## src/rtl/ps2_pkg.sv

```systemverilog
// ----------------------------------------------------------------------------
// ps2_pkg
// Shared types and constants for the PS/2 receive path and its downstream
// key-tracking logic.
//   state_e          : receiver FSM states
//   FRAME_DATA_BITS  : payload bits per frame
//   FRAME_SHIFT_BITS : bits captured after the start bit (data, parity, stop)
//   BREAK_CODE       : scan-code prefix announcing a key release
//   odd_parity_ok()  : true when data plus parity bit hold an odd number of 1s
// ----------------------------------------------------------------------------
package ps2_pkg;

    typedef enum logic [1:0] {
        IDLE  = 2'd0,
        RECV  = 2'd1,
        CHECK = 2'd2
    } state_e;

    localparam int FRAME_DATA_BITS  = 8;
    localparam int FRAME_SHIFT_BITS = 10;
    localparam logic [FRAME_DATA_BITS-1:0] BREAK_CODE = 8'hF0;

    function automatic logic odd_parity_ok(input logic [FRAME_DATA_BITS:0] data_par);
        return ^data_par;
    endfunction

endpackage

```

## src/rtl/ps2_rx_frame_if.sv

```systemverilog
// ----------------------------------------------------------------------------
// ps2_rx_frame_if
// Bundles the PS/2 line inputs, receive enable and the scan-code result
// signals of the frame receiver.
//   master : the receiver (samples the lines, drives the results)
//   slave  : the environment (drives the lines and rx_en, consumes results)
// ----------------------------------------------------------------------------
interface ps2_rx_frame_if;
    import ps2_pkg::*;

    logic                       ps2c;
    logic                       ps2d;
    logic                       rx_en;
    logic [FRAME_DATA_BITS-1:0] scan_code;
    logic                       scan_done_tick;
    logic                       parity_err;
    logic                       frame_err;
    logic                       busy;

    modport master (
        input  ps2c, ps2d, rx_en,
        output scan_code, scan_done_tick, parity_err, frame_err, busy
    );

    modport slave (
        output ps2c, ps2d, rx_en,
        input  scan_code, scan_done_tick, parity_err, frame_err, busy
    );

endinterface

```

## src/rtl/ps2_clk_filter.sv

```systemverilog
// ----------------------------------------------------------------------------
// ps2_clk_filter
// Brings the asynchronous PS/2 lines into the clk domain and debounces the
// PS/2 clock.
//   clk, reset : system clock, asynchronous active-high reset
//   ps2c, ps2d : raw PS/2 clock and data lines
//   fall       : one-cycle strobe on a filtered-clock 1->0 transition
//   data_sync  : synchronised data line, valid to sample while fall is high
// ----------------------------------------------------------------------------
module ps2_clk_filter #(
    parameter int FILTER_LEN = 8
) (
    input  logic clk,
    input  logic reset,
    input  logic ps2c,
    input  logic ps2d,
    output logic fall,
    output logic data_sync
);

    logic [1:0]            c_sync_q, c_sync_d;
    logic [1:0]            d_sync_q, d_sync_d;
    logic [FILTER_LEN-1:0] filt_q, filt_d;
    logic                  level_q, level_d;

    always_comb begin
        c_sync_d = {c_sync_q[0], ps2c};
        d_sync_d = {d_sync_q[0], ps2d};
        filt_d   = {filt_q[FILTER_LEN-2:0], c_sync_q[1]};
        // Level only moves on a unanimous window; mixed windows hold it.
        level_d  = level_q;
        if (&filt_q) begin
            level_d = 1'b1;
        end else if (~|filt_q) begin
            level_d = 1'b0;
        end
    end

    // Everything resets to the idle-high line state so no edge follows reset.
    always_ff @(posedge clk or posedge reset) begin
        if (reset) begin
            c_sync_q <= '1;
            d_sync_q <= '1;
            filt_q   <= '1;
            level_q  <= 1'b1;
        end else begin
            c_sync_q <= c_sync_d;
            d_sync_q <= d_sync_d;
            filt_q   <= filt_d;
            level_q  <= level_d;
        end
    end

    // Decoded from flops only, so the strobe is glitch-free.
    assign fall      = level_q & ~level_d;
    assign data_sync = d_sync_q[1];

endmodule

```

## src/rtl/ps2_rx_frame.sv

```systemverilog
// ----------------------------------------------------------------------------
// ps2_rx_frame
// Receives PS/2 device-to-host frames (start, 8 data LSB first, odd parity,
// stop) and delivers validated scan codes with a one-cycle done pulse.
//   clk, reset : system clock, asynchronous active-high reset
//   bus        : ps2_rx_frame_if.master
//                in : ps2c, ps2d (raw lines), rx_en (frame start allowed)
//                out: scan_code, scan_done_tick, parity_err, frame_err, busy
// All outputs are registered.
// ----------------------------------------------------------------------------
module ps2_rx_frame
    import ps2_pkg::*;
#(
    parameter int FILTER_LEN     = 8,
    parameter int TIMEOUT_CYCLES = 200000
) (
    input  logic           clk,
    input  logic           reset,
    ps2_rx_frame_if.master bus
);

    localparam int TO_W = $clog2(TIMEOUT_CYCLES);
    localparam logic [TO_W-1:0] TO_LAST = TO_W'(TIMEOUT_CYCLES - 1);

    logic fall;
    logic data_sync;

    ps2_clk_filter #(.FILTER_LEN(FILTER_LEN)) u_filter (
        .clk       (clk),
        .reset     (reset),
        .ps2c      (bus.ps2c),
        .ps2d      (bus.ps2d),
        .fall      (fall),
        .data_sync (data_sync)
    );

    state_e                      state_q, state_d;
    logic [3:0]                  bit_cnt_q, bit_cnt_d;
    logic [TO_W-1:0]             timeout_q, timeout_d;
    logic [FRAME_SHIFT_BITS-1:0] shreg_q, shreg_d;
    logic [FRAME_DATA_BITS-1:0]  scan_code_q, scan_code_d;
    logic                        done_q, done_d;
    logic                        perr_q, perr_d;
    logic                        ferr_q, ferr_d;
    logic                        busy_q, busy_d;

    always_comb begin
        state_d     = state_q;
        bit_cnt_d   = bit_cnt_q;
        timeout_d   = timeout_q;
        shreg_d     = shreg_q;
        scan_code_d = scan_code_q;
        done_d      = 1'b0;
        perr_d      = 1'b0;
        ferr_d      = 1'b0;

        case (state_q)
            IDLE: begin
                // Only a low start bit with reception enabled opens a frame.
                if (fall && bus.rx_en && !data_sync) begin
                    state_d   = RECV;
                    bit_cnt_d = '0;
                    timeout_d = '0;
                end
            end
            RECV: begin
                if (fall) begin
                    // LSB first: after 10 shifts [7:0]=data, [8]=parity, [9]=stop.
                    shreg_d   = {data_sync, shreg_q[FRAME_SHIFT_BITS-1:1]};
                    bit_cnt_d = bit_cnt_q + 4'd1;
                    timeout_d = '0;
                    if (bit_cnt_q == 4'(FRAME_SHIFT_BITS - 1)) begin
                        state_d = CHECK;
                    end
                end else if (timeout_q == TO_LAST) begin
                    ferr_d  = 1'b1;
                    state_d = IDLE;
                end else begin
                    timeout_d = timeout_q + 1'b1;
                end
            end
            CHECK: begin
                // Parity error takes precedence when stop is also bad.
                if (odd_parity_ok(shreg_q[FRAME_DATA_BITS:0]) && shreg_q[FRAME_SHIFT_BITS-1]) begin
                    scan_code_d = shreg_q[FRAME_DATA_BITS-1:0];
                    done_d      = 1'b1;
                end else if (!odd_parity_ok(shreg_q[FRAME_DATA_BITS:0])) begin
                    perr_d = 1'b1;
                end else begin
                    ferr_d = 1'b1;
                end
                state_d = IDLE;
            end
            default: state_d = IDLE;
        endcase

        busy_d = (state_d != IDLE);
    end

    always_ff @(posedge clk or posedge reset) begin
        if (reset) begin
            state_q     <= IDLE;
            bit_cnt_q   <= '0;
            timeout_q   <= '0;
            shreg_q     <= '0;
            scan_code_q <= '0;
            done_q      <= 1'b0;
            perr_q      <= 1'b0;
            ferr_q      <= 1'b0;
            busy_q      <= 1'b0;
        end else begin
            state_q     <= state_d;
            bit_cnt_q   <= bit_cnt_d;
            timeout_q   <= timeout_d;
            shreg_q     <= shreg_d;
            scan_code_q <= scan_code_d;
            done_q      <= done_d;
            perr_q      <= perr_d;
            ferr_q      <= ferr_d;
            busy_q      <= busy_d;
        end
    end

    assign bus.scan_code      = scan_code_q;
    assign bus.scan_done_tick = done_q;
    assign bus.parity_err     = perr_q;
    assign bus.frame_err      = ferr_q;
    assign bus.busy           = busy_q;

endmodule
```

## src/flat_wrapper.sv

```systemverilog
// flat-port wrapper written by rule: the top's interface ports become plain ports
module ps2_rx_frame_flat import ps2_pkg::*;
#(
    parameter int FILTER_LEN     = 8,
    parameter int TIMEOUT_CYCLES = 200000
)
  (clk, reset, bus_ps2c, bus_ps2d, bus_rx_en, bus_scan_code, bus_scan_done_tick, bus_parity_err, bus_frame_err, bus_busy);
  ps2_rx_frame_if bus_i ();
  input  logic clk;
  input  logic reset;
  input wire logic [$bits(bus_i.ps2c)-1:0] bus_ps2c;
  input wire logic [$bits(bus_i.ps2d)-1:0] bus_ps2d;
  input wire logic [$bits(bus_i.rx_en)-1:0] bus_rx_en;
  output wire logic [$bits(bus_i.scan_code)-1:0] bus_scan_code;
  output wire logic [$bits(bus_i.scan_done_tick)-1:0] bus_scan_done_tick;
  output wire logic [$bits(bus_i.parity_err)-1:0] bus_parity_err;
  output wire logic [$bits(bus_i.frame_err)-1:0] bus_frame_err;
  output wire logic [$bits(bus_i.busy)-1:0] bus_busy;
  assign bus_i.ps2c = bus_ps2c;
  assign bus_i.ps2d = bus_ps2d;
  assign bus_i.rx_en = bus_rx_en;
  assign bus_scan_code = bus_i.scan_code;
  assign bus_scan_done_tick = bus_i.scan_done_tick;
  assign bus_parity_err = bus_i.parity_err;
  assign bus_frame_err = bus_i.frame_err;
  assign bus_busy = bus_i.busy;
  ps2_rx_frame #(.FILTER_LEN(FILTER_LEN), .TIMEOUT_CYCLES(TIMEOUT_CYCLES)) u_core (.clk(clk), .reset(reset), .bus(bus_i));
endmodule
```

## config.mk

```make
export PLATFORM = sky130hd
export DESIGN_NAME = ps2_rx_frame_flat
export DESIGN_NICKNAME = d
export VERILOG_FILES = /design/src/rtl/ps2_pkg.sv /design/src/rtl/ps2_rx_frame_if.sv /design/src/rtl/ps2_clk_filter.sv /design/src/rtl/ps2_rx_frame.sv /design/src/flat_wrapper.sv
export SDC_FILE = /design/constraint.sdc
export NUM_CORES = 1
export LEC_CHECK = 0
export ABC_AREA = 1
export ABC_CLOCK_PERIOD_IN_PS = 3400
export BUFFER_PORTS_ARGS = -buffer_cell sky130_fd_sc_hd__clkbuf_2
export CAP_MARGIN = 20
export CORE_MARGIN = 4
export CORE_UTILIZATION = 50
export DETAILED_ROUTE_END_ITERATION = 10
export PLACE_DENSITY = 0.77
export SLEW_MARGIN = 40
export SYNTH_ARGS = -nofsm -noshare
export SYNTH_HDL_FRONTEND = slang
export SYNTH_SLANG_ARGS = --single-unit
```

## constraint.sdc

```tcl
create_clock -name clk -period 3.4 [get_ports clk]
set_input_delay 0.68 -clock clk [delete_from_list [all_inputs] [get_ports clk]]
set_output_delay 0.68 -clock clk [all_outputs]
set_load 0.02 [all_outputs]
```

======== Yosys cells after proc, flatten, opt, wreduce, memory -nomap -nowiden ========
Cells that the tools add are included.
storage, ports and cells
  register bits after elaboration ......... 59
  latch bits .............................. 0
  memory bits (writable) .................. 0
  bits in read-only memories .............. 0
  output and inout bits ................... 12
  logic and storage cells ................. 62
  memories ................................ 0
cells by class
  add/sub/neg operators ................... 2
  multipliers ............................. 0
  div/mod/pow operators ................... 0
  magnitude comparators ................... 0
  eq/ne operators ......................... 7
  shifts and indexed selects .............. 0
  mux-type cells .......................... 24
  bitwise logic cells ..................... 2
  reduce and logical (&&, ||, !) cells .... 14
operators by type and width
  cell                                                              count
  18-bit two-way mux                                                3
  18-bit one-hot mux with 2 select lines                            1
  18-bit by 1-bit adder with 18-bit output (second input constant)  1
  18-bit == test (second input constant)                            1
  1-bit two-way mux                                                 11
  9-bit parity                                                      1
  2-bit two-way mux                                                 4
  4-bit two-way mux                                                 2
  4-bit one-hot mux with 2 select lines                             1
  8-bit AND reduction                                               1
  8-bit OR reduction                                                1
  3-bit AND reduction                                               2
  4-bit by 1-bit adder with 4-bit output (second input constant)    1
  4-bit == test (second input constant)                             1
  2-bit by 1-bit != test with 1-bit output (second input constant)  2
  2-bit one-hot mux with 2 select lines                             1
  2-bit AND reduction                                               2
  2-bit nonzero test                                                2
  1-bit logical AND                                                 3
  3-bit by 2-bit != test with 1-bit output (second input constant)  1
  2-bit by 1-bit == test with 1-bit output (second input constant)  1
  2-bit == test (second input constant)                             1
  2-bit zero test                                                   1
  1-bit one-hot mux with 2 select lines                             1
  3 further kinds                                                   3

======== Depth between registers and ports, before layout ========
Gate-level depths: netlist of the first run.
  depth after elaboration ................. 10
  gate-level depth with buffers ........... 11

======== By module ========
A second synthesis of the first run with hierarchy kept.
unflattened totals
  cells, all modules ...................... 370
  area, all modules ....................... 3075.4 um2
by module, submodules not included
  module          times used  cells each  area an instance (um2)  seq. area each (um2)
  ps2_rx_frame    1           338         2660.1                  1151.1
  ps2_clk_filter  1           32          415.4                   341.6

======== Worst setup path after synthesis of the first run ========
Ideal clock, no wire load.
  path kind ............................... register to register
  from .................................... reg u_core.timeout_q[0]
  to ...................................... reg u_core.timeout_q[9]
  setup time .............................. 0.115 ns
  arrival ................................. 1.549 ns
  required time ........................... 3.285 ns
  path slack .............................. 1.736 ns
  cell stages (with the launch flop) ...... 12
  clock period less this slack ............ 1.664 ns
  cell sequence ........................... dfrtp_1 ha_1 nand3_4 nor2_4 nand2_4 nor2_8 nand2_4 nor2_8 nor2_8 buf_12 nand2_2 nand2_2
on the way
  word-level cells in the longest chain between the ends .. 4
ends and longest elaborated chain
  element                                   line                 RTL
  from (decl)                               ps2_rx_frame.sv:39   logic [TO_W-1:0] timeout_q, timeout_d;
  from (signal assigned)                    ps2_rx_frame.sv:114  timeout_q <= timeout_d;
  18-bit by 1-bit adder with 18-bit output  ps2_rx_frame.sv:79   timeout_d = timeout_q + 1'b1;
  18-bit two-way mux                        ps2_rx_frame.sv:75   end else if (timeout_q == TO_LAST) begin
  18-bit two-way mux                        ps2_rx_frame.sv:67   if (fall) begin
  18-bit one-hot mux with 2 select lines    ps2_rx_frame.sv:57   case (state_q)
Parallel ways exist; a longest one is shown, timed or not. The select of a mux whose other input is x is not followed.
A chain may end at the register's enable or synchronous reset.

======== Final worst setup path of the first run ========
  from .................................... reg u_core.u_filter.filt_q[0]
  to ...................................... reg u_core.timeout_q[12]
on the way
  word-level cells in the longest chain between the ends .. 9
ends and longest elaborated chain
  element                                                    line                  RTL
  from (decl)                                                ps2_clk_filter.sv:23  logic [FILTER_LEN-1:0] filt_q, filt_d;
  from (signal assigned)                                     ps2_clk_filter.sv:49  filt_q <= filt_d;
  8-bit OR reduction                                         ps2_clk_filter.sv:34  end else if (~|filt_q) begin
  1-bit two-way mux                                          ps2_clk_filter.sv:34
  1-bit two-way mux *                                        ps2_clk_filter.sv:32  if (&filt_q) begin
  1-bit NOT *                                                ps2_clk_filter.sv:55  assign fall = level_q & ~level_d;
  1-bit bitwise AND *                                        ps2_clk_filter.sv:55
  1-bit logical AND (2 in series)                            ps2_rx_frame.sv:60    if (fall && bus.rx_en && !data_sync) begin
  2-bit by 1-bit != test with 1-bit output (no source line)  --
  3-bit AND reduction (no source line)                       --
Every way passes the cells marked *; elsewhere a longest branch is shown, timed or not.

==> metrics.yaml, run 1 <==
yosys-top-cells-area: "dfrtp_1 (36%), nand2_1 (15%), dfstp_2 (11%)"
max_cap_violations: 0
grtUsageMet2_pct: 27.8
die-area_um2: 7770
antenna_left: 0
post-place-ws_ps: 1530
ctsResizeCount: 0
vias: 2545
slew_violations: 0
worstHoldStart: "u_core.u_filter.c_sync_q[0]$_DFF_PP1_"
syn2layout_area_growth_pct: 11.1
regToRegSetupSlack_ps: 1530
grt_pass1_wl_mm: 10.9
clkSinkCount: 59
finalCritPeriodShare_pct: 55.1
cp_max_fo: 16
route.detailed.drc: 0
synth_fa_ha_area_share_pct: 2.34
gr-usage-met1_pct: 24.5
antenna_found_initial: 0
final_cell_count_no_fill: 502
syn_nets: 410
status: "finished, final reports clean"
hold_buffers: 0
hold_depth: 0
rows: 28
synth_cells: 399
dp.final_hpwl_mm: 4.20
setup_viol: 0
fin_crit_ps: 1870
dp_cells: 486
synthesis.area_um2: 3210
postCtsSetupBuffers: 0
fin_setup_tns_ps: 0
met3_usage_pct: 5.08
p_per_area_nw_per_um2: 414
die_x_um: 88.2
synth_compound_area_share_pct: 5.72
finalHoldViolCount: 0
grt-ovfl-total: 0
gp_congestion: 0.842
max_slew.worst_pin.slew_ps: 729
async_flop_share_pct: 100
yosysMostFrequentCell: "nand2_1"
grt_pass1_vias: 2448
grt_use_total_pct: 18.0
cts_tree: "yes"
fin_skew_ps: 6.67
required_ps: 3680
port_buffers: 16
synth_edf_count: 0
r2r-end: "u_core.timeout_q[12]$_DFFE_PP0P_"
drt-initial-drc-count: 193
drive_above_1_share_pct: 20.6
synth_top_family_by_area: "simple AND/OR/NAND/NOR gates"
nFillCells: 539
whs_ps: 356
rsz0062_at_grt: "no"
setup_slack_ps: 1530
seq_area_frac_synth_pct: 46.5
holdPathEnd: "u_core.u_filter.c_sync_q[1]$_DFF_PP1_"
r2r_cells: 8
cts_buffers: 9
critPathLaunchType: "register"
die_h_um: 88.2
diodes: 0
muxShareOfSynthArea_pct: 0
synth.largest_area_cell: "dfrtp_1"
min_path_type: "register to register"
clkTransAtPathRegs_ps: 60
ys_top_cells_by_count: "nand2_1 (126), dfrtp_1 (46), inv_1 (44), nor2_1 (44)"
grt_max_degree: 60
h-tree-depth: 3
grt-busiest-layer: "met2"
routed_via_density: 5.07
fin_nets: 433
start_util_pct: 53.0
cp_data_arrival_time_ps: 2150
crit_path_end_kind: "register"
ioPinCount: 17
synth.distinct_cells: 33
slew_headroom_pct: 51.4
reg2reg_from: "u_core.u_filter.filt_q[0]$_DFF_PP1_"
avgSynthCellArea_um2: 8.05
netlist.area_leader.share_pct: 35.8
crit_type: "register to register"
wl_mm: 6.06
fmax_ghz: 0.533
p_total_uw: 1480
leakagePower_uw: 0.00172
synth-xor-area-share_pct: 1.64
yosys_warnings: 0
coreArea_um2: 6060
ys.flop_type: "dfrtp_1"
synth_simple_gate_area_share_pct: 37.0
cts_buffer_depth: 2
drtPass1Iterations: 5
cts_root_buf: "clkbuf_8"
wl_per_cell_um: 12.1
clock_latency_ps: 340
ys_seq_elements: 59
peakVddDrop_mv: 0.335
[registers in the layout (all words and copies together) (netlist names)]
register / cells
u_core.timeout_q: 18
u_core.u_filter.d_sync_q: 2
u_core.bit_cnt_q: 4
u_core.u_filter.filt_q: 8
u_core.bus.scan_done_tick: 1
u_core.shreg_q: 10
u_core.bus.frame_err: 1
u_core.u_filter.level_q: 1
u_core.state_q: 2
u_core.u_filter.c_sync_q: 2
u_core.bus.parity_err: 1
u_core.bus.busy: 1
u_core.bus.scan_code: 8
[cell type report]
class                   instances  area, µm²  area share, %
clock buffers                  12        155           4.34
repair buffers                 17       87.6           2.45
inverters                      45        169           4.73
flip-flops and latches         59       1490           41.8
well taps                      75       93.8           2.63
clock inverters                 4       73.8           2.07
multi-input cells             290       1500           42.0
[critical path, cell delays in order (launching register included)]
cell,delay [ps]
dfstp_2,550
nand2_1,60
nor2_1,90
nand2_1,180
nand3_4,220
nand2_2,260
nor3_1,310
nand2_2,80
nand2_2,60
[per-stage QoR]
step | area, µm² | util, %
3_3_place_gp | 3340 | 55.1
4_1_cts | 3570 | 58.9
2_1_floorplan | 3210 | -
3_5_place_dp | 3340 | 55.1
6_report | 3570 | 58.9
5_1_grt | 3570 | 58.9
[worst max path at each step]
stage	startpoint	to	slack, ps
2_1_floorplan	reset	u_core.bit_cnt_q[0]$_DFFE_PP0P_	1290
3_3_place_gp	bus_rx_en	u_core.timeout_q[5]$_DFFE_PP0P_	1610
3_5_place_dp	bus_rx_en	u_core.timeout_q[5]$_DFFE_PP0P_	1530
4_1_cts	u_core.state_q[1]$_DFF_PP0_	u_core.shreg_q[8]$_DFFE_PP0P_	1550
5_1_grt	u_core.state_q[1]$_DFF_PP0_	u_core.shreg_q[7]$_DFFE_PP0P_	1360
6_report	u_core.u_filter.filt_q[0]$_DFF_PP1_	u_core.timeout_q[12]$_DFFE_PP0P_	1530
[logic make-up (layout without fill, tap and decap cells)]
| kind of cell | after synthesis | after routing |
|---|---|---|
| buffers and inverters | 50 | 78 |
| adders and majority gates | 6 | 6 |
| DFF | 59 | 59 |
| xor gates and xnor gates | 6 | 6 |
| AOI/OAI and AO/OA | 35 | 35 |
| and+or+nand+nor | 243 | 243 |
[report_power, final]
part	switching (µW)	internal [µW]
sequential	7.13	718
combinational	19.7	5.33
clock	276	453
[routing by layer]
layer / wire length [µm] / part of all wire [%]
met4: 66 / 1.1
met2: 2760 / 46
met1: 2990 / 49
met5: 0 / 0
met3: 244 / 4.0
[cells in the final DEF, fill, tap and decap left out, types with 3 or more instances in the layout]
cell      count
nand3_4       4
nor3_1        7
dfrtp_1      46
dfstp_2      13
nor2_8        3
o21ai_0      22
ha_1          6
a21oi_1       5
nand4_1       4
nand3_1      19
clkbuf_2     16
o21ai_1       4
nor2_1       44
nand2_1     126
nand3_2       3
inv_1        43
nand2_2      22
clkbuf_8     11
xor2_1        5
Power figures use the tool's default switching activity.
==> inputs of run 2 (changes only) <==
--- a/config.mk
+++ b/config.mk
@@ -5,14 +5,14 @@
 export SDC_FILE = /design/constraint.sdc
 export NUM_CORES = 1
 export LEC_CHECK = 0
-export ABC_AREA = 1
-export ABC_CLOCK_PERIOD_IN_PS = 3400
+export ABC_AREA = 0
+export ABC_CLOCK_PERIOD_IN_PS = 1900
 export BUFFER_PORTS_ARGS = -buffer_cell sky130_fd_sc_hd__clkbuf_2
 export CAP_MARGIN = 20
 export CORE_MARGIN = 4
 export CORE_UTILIZATION = 50
 export DETAILED_ROUTE_END_ITERATION = 10
-export PLACE_DENSITY = 0.77
+export PLACE_DENSITY = 0.78
 export SLEW_MARGIN = 40
 export SYNTH_ARGS = -nofsm -noshare
 export SYNTH_HDL_FRONTEND = slang
==> constraint.sdc (replaced) <==
create_clock -name clk -period 1.9 [get_ports clk]
set_input_delay 0.38 -clock clk [delete_from_list [all_inputs] [get_ports clk]]
set_output_delay 0.38 -clock clk [all_outputs]
set_load 0.02 [all_outputs]
==> run 2 against run 1 <==
  * The flow now finishes with violations (setup timing)
  * Power is 69% higher
  * Flip-flop and latch count stayed put
  * Sequential power is 79% higher
  * Register-to-register slack worse by 1600 ps
  * Global-route usage is 1.3 points higher
  * Combinational power grew to 3.2 times the previous value
  * Largest cell class is now sequential cells
  * Largest power group is now registers
==> metrics.yaml, run 2 <==
die_h_um: 83.0  # -5.9%
dp.final_hpwl_mm: 4.14  # -1.4%
synth_top_family_by_area: "compound AO/OA/AOI/OAI gates"
synth-xor-area-share_pct: 2.67  # +1.0 points
ioPinCount: 17  # unchanged
clkTransAtPathRegs_ps: 70  # about the same
grt-busiest-layer: "met2"
required_ps: 2130  # -1550 ps
grtUsageMet2_pct: 32.1  # +4.3 points
layout_commonest_cell: "buf_4"
syn2layout_area_growth_pct: 34.7
rows: 27  # -3.6%
top_regs: "u_core.timeout_q x18, u_core.shreg_q x10"
synth.distinct_cells: 49  # +48%
grt_max_degree: 42  # -30%
die_x_um: 83.0  # -5.9%
diodes: 0  # unchanged
cts_buffer_depth: 2  # unchanged
antenna_left: 0  # unchanged
dp_cells: 369  # -24%
finalCritPeriodShare_pct: 106  # +51 points
grt-ovfl-total: 0  # unchanged
cts_tree: "yes"
routed_via_density: 5.71  # +13%
leakagePower_uw: 0.00169  # -1.6%
port_buffers: 16  # unchanged
violations: "setup timing"
setup_viol: 20  # +20
gr-usage-met1_pct: 23.3  # -1.2 points
cp_data_arrival_time_ps: 2240  # +90 ps
fin_nets: 329  # -24%
async_flop_share_pct: 100  # unchanged
synth_simple_gate_area_share_pct: 15.5  # -21 points
post-place-ws_ps: -156  # -1680 ps
fin_skew_ps: 7.30  # +0.621 ps
h-tree-depth: 3  # unchanged
drive_above_1_share_pct: 49.8  # +29 points
drtPass1Iterations: 5  # unchanged
fin_area_um2: 3780  # +6.0%
start_util_pct: 51.3  # -1.7 points
placed_cell_area_um2: 3320  # -0.60%
synth_fa_ha_area_share_pct: 2.67  # +0.34 points
synth_edf_count: 0  # unchanged
clkSinkCount: 59  # unchanged
hold_buffers: 0  # unchanged
peakVddDrop_mv: 0.572  # +71%
met3_usage_pct: 5.16  # +0.079 points
status: "complete, but fails checks"
slew_violations: 0  # unchanged
wl_mm: 6.34  # +4.7%
drt-initial-drc-count: 82  # -58%
synthesis.area_um2: 2810  # -13%
muxShareOfSynthArea_pct: 7.22  # +7.2 points
cts_buffers: 9  # unchanged
ys_seq_elements: 59  # unchanged
ys_top_cells_by_count: "dfrtp_1 (46), o31ai_1 (25), mux2_2 (18)"
fin_setup_tns_ps: -1110  # -1110 ps
cp_max_fo: 5  # -11
crit_path_end_kind: "register"
netlist.area_leader.share_pct: 41.0  # +5.2 points
ys.flop_type: "dfrtp_1"
antenna_found_initial: 0  # unchanged
yosysMostFrequentCell: "dfrtp_1"
synth_cells: 242  # -39%
vias: 2257  # -11%
grt_pass1_vias: 2284  # -6.7%
p_per_area_nw_per_um2: 661  # +59%
max_slew.worst_pin.slew_ps: 443  # -286 ps
seq_area_frac_synth_pct: 53.1  # +6.7 points
synth.largest_area_cell: "dfrtp_1"
fin_crit_ps: 2010  # +135 ps
gp_congestion: 0.887  # +5.4%
largest_register: "u_core.timeout_q"
grt_use_total_pct: 19.3  # +1.3 points
crit_type: "register to register"
cts_root_buf: "clkbuf_8"
die-area_um2: 6880  # -11%
route.detailed.drc: 0  # unchanged
synth_compound_area_share_pct: 15.7  # +10 points
p_total_uw: 2500  # +69%
final_cell_count_no_fill: 395  # -21%
finalHoldViolCount: 0  # unchanged
min_path_type: "input pin to async pin"
rsz0062_at_grt: "yes"
max_cap_violations: 0  # unchanged
avgSynthCellArea_um2: 11.6  # +44%
yosys_warnings: 0  # unchanged
wl_per_cell_um: 16.1  # +33%
clock_latency_ps: 340  # about the same
critPathLaunchType: "register"
yosys-top-cells-area: "dfrtp_1 (41%), dfstp_2 (12%), mux2_2 (7.2%)"
syn_nets: 253  # -38%
layout_common_cells: "buf_4 (49), dfrtp_1 (45), mux2_2 (18)"
setup_slack_ps: -109  # -1630 ps
slew_headroom_pct: 70.4  # +19 points
nFillCells: 392  # -27%
largest_register_ffs: 18  # unchanged
coreArea_um2: 5470  # -9.7%
grt_pass1_wl_mm: 10.7  # -1.9%
fmax_ghz: 0.498  # -6.7%
## run 2: changes by cell type after synthesis, moves of 5 or more
cell	change
nand2_2	-21
nor3_1	-5
o31ai_1	+25
inv_1	-36
nand3_1	-8
o21ai_0	-10
nand2_1	-114
mux2_2	+18
nor2_1	-29
## run 2: worst paths after layout
kind | startpoint | endpoint | slack [ps] | cells after the start
max | u_core.timeout_q[0]$_DFFE_PP0P_ | u_core.bus.busy$_DFF_PP0_ | -110 | 8
min | reset | u_core.timeout_q[4]$_DFFE_PP0P_ | 20 | 2
max reg2reg | u_core.timeout_q[0]$_DFFE_PP0P_ | u_core.bus.busy$_DFF_PP0_ | -110 | 8
min reg2reg | u_core.u_filter.c_sync_q[0]$_DFF_PP1_ | u_core.u_filter.c_sync_q[1]$_DFF_PP1_ | 360 | 0
max in group asynchronous | reset | u_core.u_filter.filt_q[1]$_DFF_PP1_ | 1260 | 3
min in group clk | bus_ps2c | u_core.u_filter.c_sync_q[0]$_DFF_PP1_ | 110 | 1
## run 2: area by class of cell
| cell class | count | area (µm²) | share of cell area [%] |
|---|---|---|---|
| clock buffer | 10 | 128 | 3.37 |
| clock inverter | 6 | 66.3 | 1.75 |
| inverter | 8 | 30.0 | 0.794 |
| multi-input combinational | 167 | 1420 | 37.5 |
| sequential | 59 | 1490 | 39.5 |
| tap | 72 | 90.1 | 2.38 |
| timing repair buffer | 73 | 556 | 14.7 |
## run 2: logic make-up after synthesis
family | after synthesis
adders and majority gates | 6
xor gates and xnor gates | 7
buffers and inverters | 17
and+or+nand+nor | 75
DFF | 59
AOI/OAI and AO/OA | 60
muxes | 18
## run 2: worst max-delay path, stage by stage (launching register included)
cell and delay [ps]:
dfrtp_1 360, ha_2 190, and3_4 200, nand3_4 80
buf_6 140, nor4_4 420, buf_4 200, nor4b_4 40
a311o_1 270
## run 2: metrics by stage
step           hold WS (ps)  utilization (%)
2_1_floorplan           345                -
3_3_place_gp            346             60.7
5_1_grt                51.8             69.1
3_5_place_dp            347             60.7
6_report               16.5             69.1
4_1_cts                23.3             66.5
## run 2: layer usage
metal,up-vias,share of wire [%]
met5,-,0
met4,0,2.6
met3,17,4.3
met2,59,52
met1,1116,41
li1,1065,-
## run 2: timing repair
action / CTS / global route
resized for setup: 21 / 29
setup endpoints to repair: 41 / 43
buffers inserted: 5 / 3
pin swaps: 12 / 9
cloned: 1 / 1
## run 2: where the power goes
group / internal, µW / leakage (µW) / total (µW) / switching (µW)
clock: 604 / 0.0000885 / 1120 / 519
combinational: 32.3 / 0.000912 / 80.2 / 47.9
sequential: 1290 / 0.000694 / 1300 / 10.4
==> inputs of run 3 (changes only) <==
--- a/config.mk
+++ b/config.mk
@@ -5,14 +5,14 @@
 export SDC_FILE = /design/constraint.sdc
 export NUM_CORES = 1
 export LEC_CHECK = 0
-export ABC_AREA = 0
+export ABC_AREA = 1
 export ABC_CLOCK_PERIOD_IN_PS = 1900
 export BUFFER_PORTS_ARGS = -buffer_cell sky130_fd_sc_hd__clkbuf_2
 export CAP_MARGIN = 20
 export CORE_MARGIN = 4
-export CORE_UTILIZATION = 50
+export CORE_UTILIZATION = 60
 export DETAILED_ROUTE_END_ITERATION = 10
-export PLACE_DENSITY = 0.78
+export PLACE_DENSITY = 0.88
 export SLEW_MARGIN = 40
 export SYNTH_ARGS = -nofsm -noshare
 export SYNTH_HDL_FRONTEND = slang
==> run 3 against run 2 <==
  * The flow now finishes without violations
  * Routed wire length shrank 0.73%
  * Combinational power shrank 40%
  * Clock skew grew 3.7 ps
  * Cell count grew 26%
  * Cell area shrank 5.5%
  * Largest cell class is now multi-input gates
  * Highest routed layer unchanged
==> metrics.yaml, run 3 (same netlist as run 1, synthesis figures left out) <==
fin_crit_ps: 1760  # -250 ps
grt_pass1_vias: 2453  # +7.4%
drtPass1Iterations: 5  # unchanged
die-area_um2: 6590  # -4.2%
p_comb_share_pct: 1.9  # -1.3 points
coreArea_um2: 5140  # -6.1%
crit_path_max_incr_delay_ps: 460  # +40 ps
wl_per_cell_um: 12.6  # -21%
cp-startpoint: "u_core.timeout_q[0]$_DFFE_PP0P_"
status: "finished, final reports clean"
seqPwrFrac_pct: 51.2  # -0.7 points
critPathLaunchType: "register"
fin_nets: 434  # +32%
whs_ps: 29.0  # +12.5 ps
vias: 2569  # +14%
cp_data_arrival_time_ps: 1990  # -250 ps
routed_via_density: 5.16  # -9.7%
fin_util_pct: 69.5  # +0.41 points
hold_buffers: 0  # unchanged
required_ps: 2130  # about the same
top_regs: "u_core.timeout_q x18, u_core.shreg_q x10"
syn2layout_area_growth_pct: 11.3
wl_mm: 6.30  # -0.73%
max_cap_violations: 0  # unchanged
grt_max_degree: 40  # -4.8%
die_h_um: 81.2  # -2.1%
dp_cells: 482  # +31%
clkPwrFrac_pct: 46.9  # +2.0 points
max_slew.worst_pin.slew_ps: 479  # +36.8 ps
cp_slowest_cell: "dfrtp_1"
gp_congestion: 0.929  # +4.7%
ioPinCount: 17  # unchanged
cp_max_fo: 7  # +2
crit_chain: "ha_1, nand3_4, nor2_4, nand2_4, nor2_8, nand2_4, nand2_1, nor2_1, nor2_1, nand2_1"
cts_buffers: 9  # unchanged
layout_common_cells: "nand2_1 (126), dfrtp_1 (46), nor2_1 (44)"
reg2reg_from: "u_core.timeout_q[0]$_DFFE_PP0P_"
switching_share_pct: 24.0  # +0.94 points
grt_pass1_wl_mm: 11.0  # +2.5%
route.detailed.drc: 0  # unchanged
placed_cell_area_um2: 3360  # +1.0%
r2r_cells: 10  # +2
fin_skew_ps: 11.0  # +3.72 ps
clock_latency_ps: 350  # about the same
rsz0062_at_grt: "no"
drt-initial-drc-count: 175  # +110%
final_cell_count_no_fill: 498  # +26%
fin_setup_tns_ps: 0  # +1110 ps
endpoint: "u_core.bus.busy$_DFF_PP0_"
cts_tree: "yes"
largest_register_ffs: 18  # unchanged
start_util_pct: 62.5  # +11 points
regToRegSetupSlack_ps: 140  # +250 ps
postCtsSetupBuffers: 0  # -5
cts_buffer_depth: 2  # unchanged
fmax_ghz: 0.569  # +14%
crit_type: "register to register"
setup_viol: 0  # -100%
ctsResizeCount: 0  # -100%
cts_root_buf: "clkbuf_8"
clkSinkCount: 59  # unchanged
largest_register: "u_core.timeout_q"
rows: 26  # -3.7%
r2r-end: "u_core.bus.busy$_DFF_PP0_"
min_path_type: "input pin to async pin"
peakVddDrop_mv: 0.681  # +19%
grt-ovfl-total: 0  # unchanged
diodes: 0  # unchanged
nFillCells: 423  # +7.9%
h-tree-depth: 3  # unchanged
drive_above_1_share_pct: 21.0  # -29 points
layout_commonest_cell: "nand2_1"
die_x_um: 81.2  # -2.1%
dp.final_hpwl_mm: 4.33  # +4.5%
antenna_found_initial: 0  # unchanged
slew_violations: 0  # unchanged
crit_path_end_kind: "register"
finalHoldViolCount: 0  # unchanged
clkTransAtPathRegs_ps: 80  # about the same
grt_use_total_pct: 22.1  # +2.8 points
p_per_area_nw_per_um2: 708  # +7.2%
slew_headroom_pct: 68.0  # -2.5 points
finalCritPeriodShare_pct: 92.6  # -13 points
port_buffers: 16  # unchanged
antenna_left: 0  # unchanged
fin_area_um2: 3570  # -5.5%
p_int_uw: 1920  # about the same
leakagePower_uw: 0.00171  # +1.2%
switching_power_uw: 608  # +5.4%
-- run 3: layout make-up --
class,count,area [µm²],area share [%]
tap,70,87.6,2.45
inverter,45,169,4.73
sequential,59,1490,41.8
timing repair buffer,18,108,3.01
clock buffer,9,124,3.47
multi-input combinational,290,1510,42.3
clock inverter,7,82.6,2.31
-- run 3: per-layer routing --
layer  vias up  GRT usage, %  wire length (µm)  part of all wire, %
met5         -             0                 0                    0
met4         0          7.26               110                  1.7
met3        17          7.43               279                  4.4
met2        59          35.3              3030                   48
met1      1192          28.2              2880                   46
li1       1301             -                 -                    -
-- run 3: how the worst min path moves through the flow --
stage               cells after the start                                    end                                   from  slack [ps]
floorplan                               0  u_core.u_filter.c_sync_q[1]$_DFF_PP1_  u_core.u_filter.c_sync_q[0]$_DFF_PP1_         350
CTS                                     2       u_core.timeout_q[15]$_DFFE_PP0P_                                  reset          40
global placement                        0  u_core.u_filter.c_sync_q[1]$_DFF_PP1_  u_core.u_filter.c_sync_q[0]$_DFF_PP1_         350
finish                                  2        u_core.timeout_q[9]$_DFFE_PP0P_                                  reset          30
detailed placement                      0  u_core.u_filter.c_sync_q[1]$_DFF_PP1_  u_core.u_filter.c_sync_q[0]$_DFF_PP1_         350
global route                            2       u_core.timeout_q[15]$_DFFE_PP0P_                                  reset          60
-- run 3: per-stage QoR --
| step | setup WS, ps | total power, µW |
|---|---|---|
| after floorplan | 85.2 | 1350 |
| after global placement | 220 | 1370 |
| after detailed placement | 154 | 1370 |
| after CTS | 129 | 2570 |
| after global routing | 13.7 | 2640 |
| final | 141 | 2530 |
-- run 3: worst max-delay path, delay by kind of cell (launching register included) --
kind / cells / cell delay [ps]
adders and majority gates: 1 / 260
DFF: 1 / 460
and+or+nand+nor: 9 / 920
-- run 3: power by group through the flow --
| stage | registers (µW) | logic (µW) | clock network, µW |
|---|---|---|---|
| 2_1_floorplan | 1320 | 31.6 | 0 |
| 3_3_place_gp | 1320 | 49.2 | 0 |
| 3_5_place_dp | 1320 | 50.1 | 0 |
| 4_1_cts | 1300 | 50.5 | 1220 |
| 5_1_grt | 1300 | 55.8 | 1280 |
| 6_report | 1300 | 48.4 | 1190 |
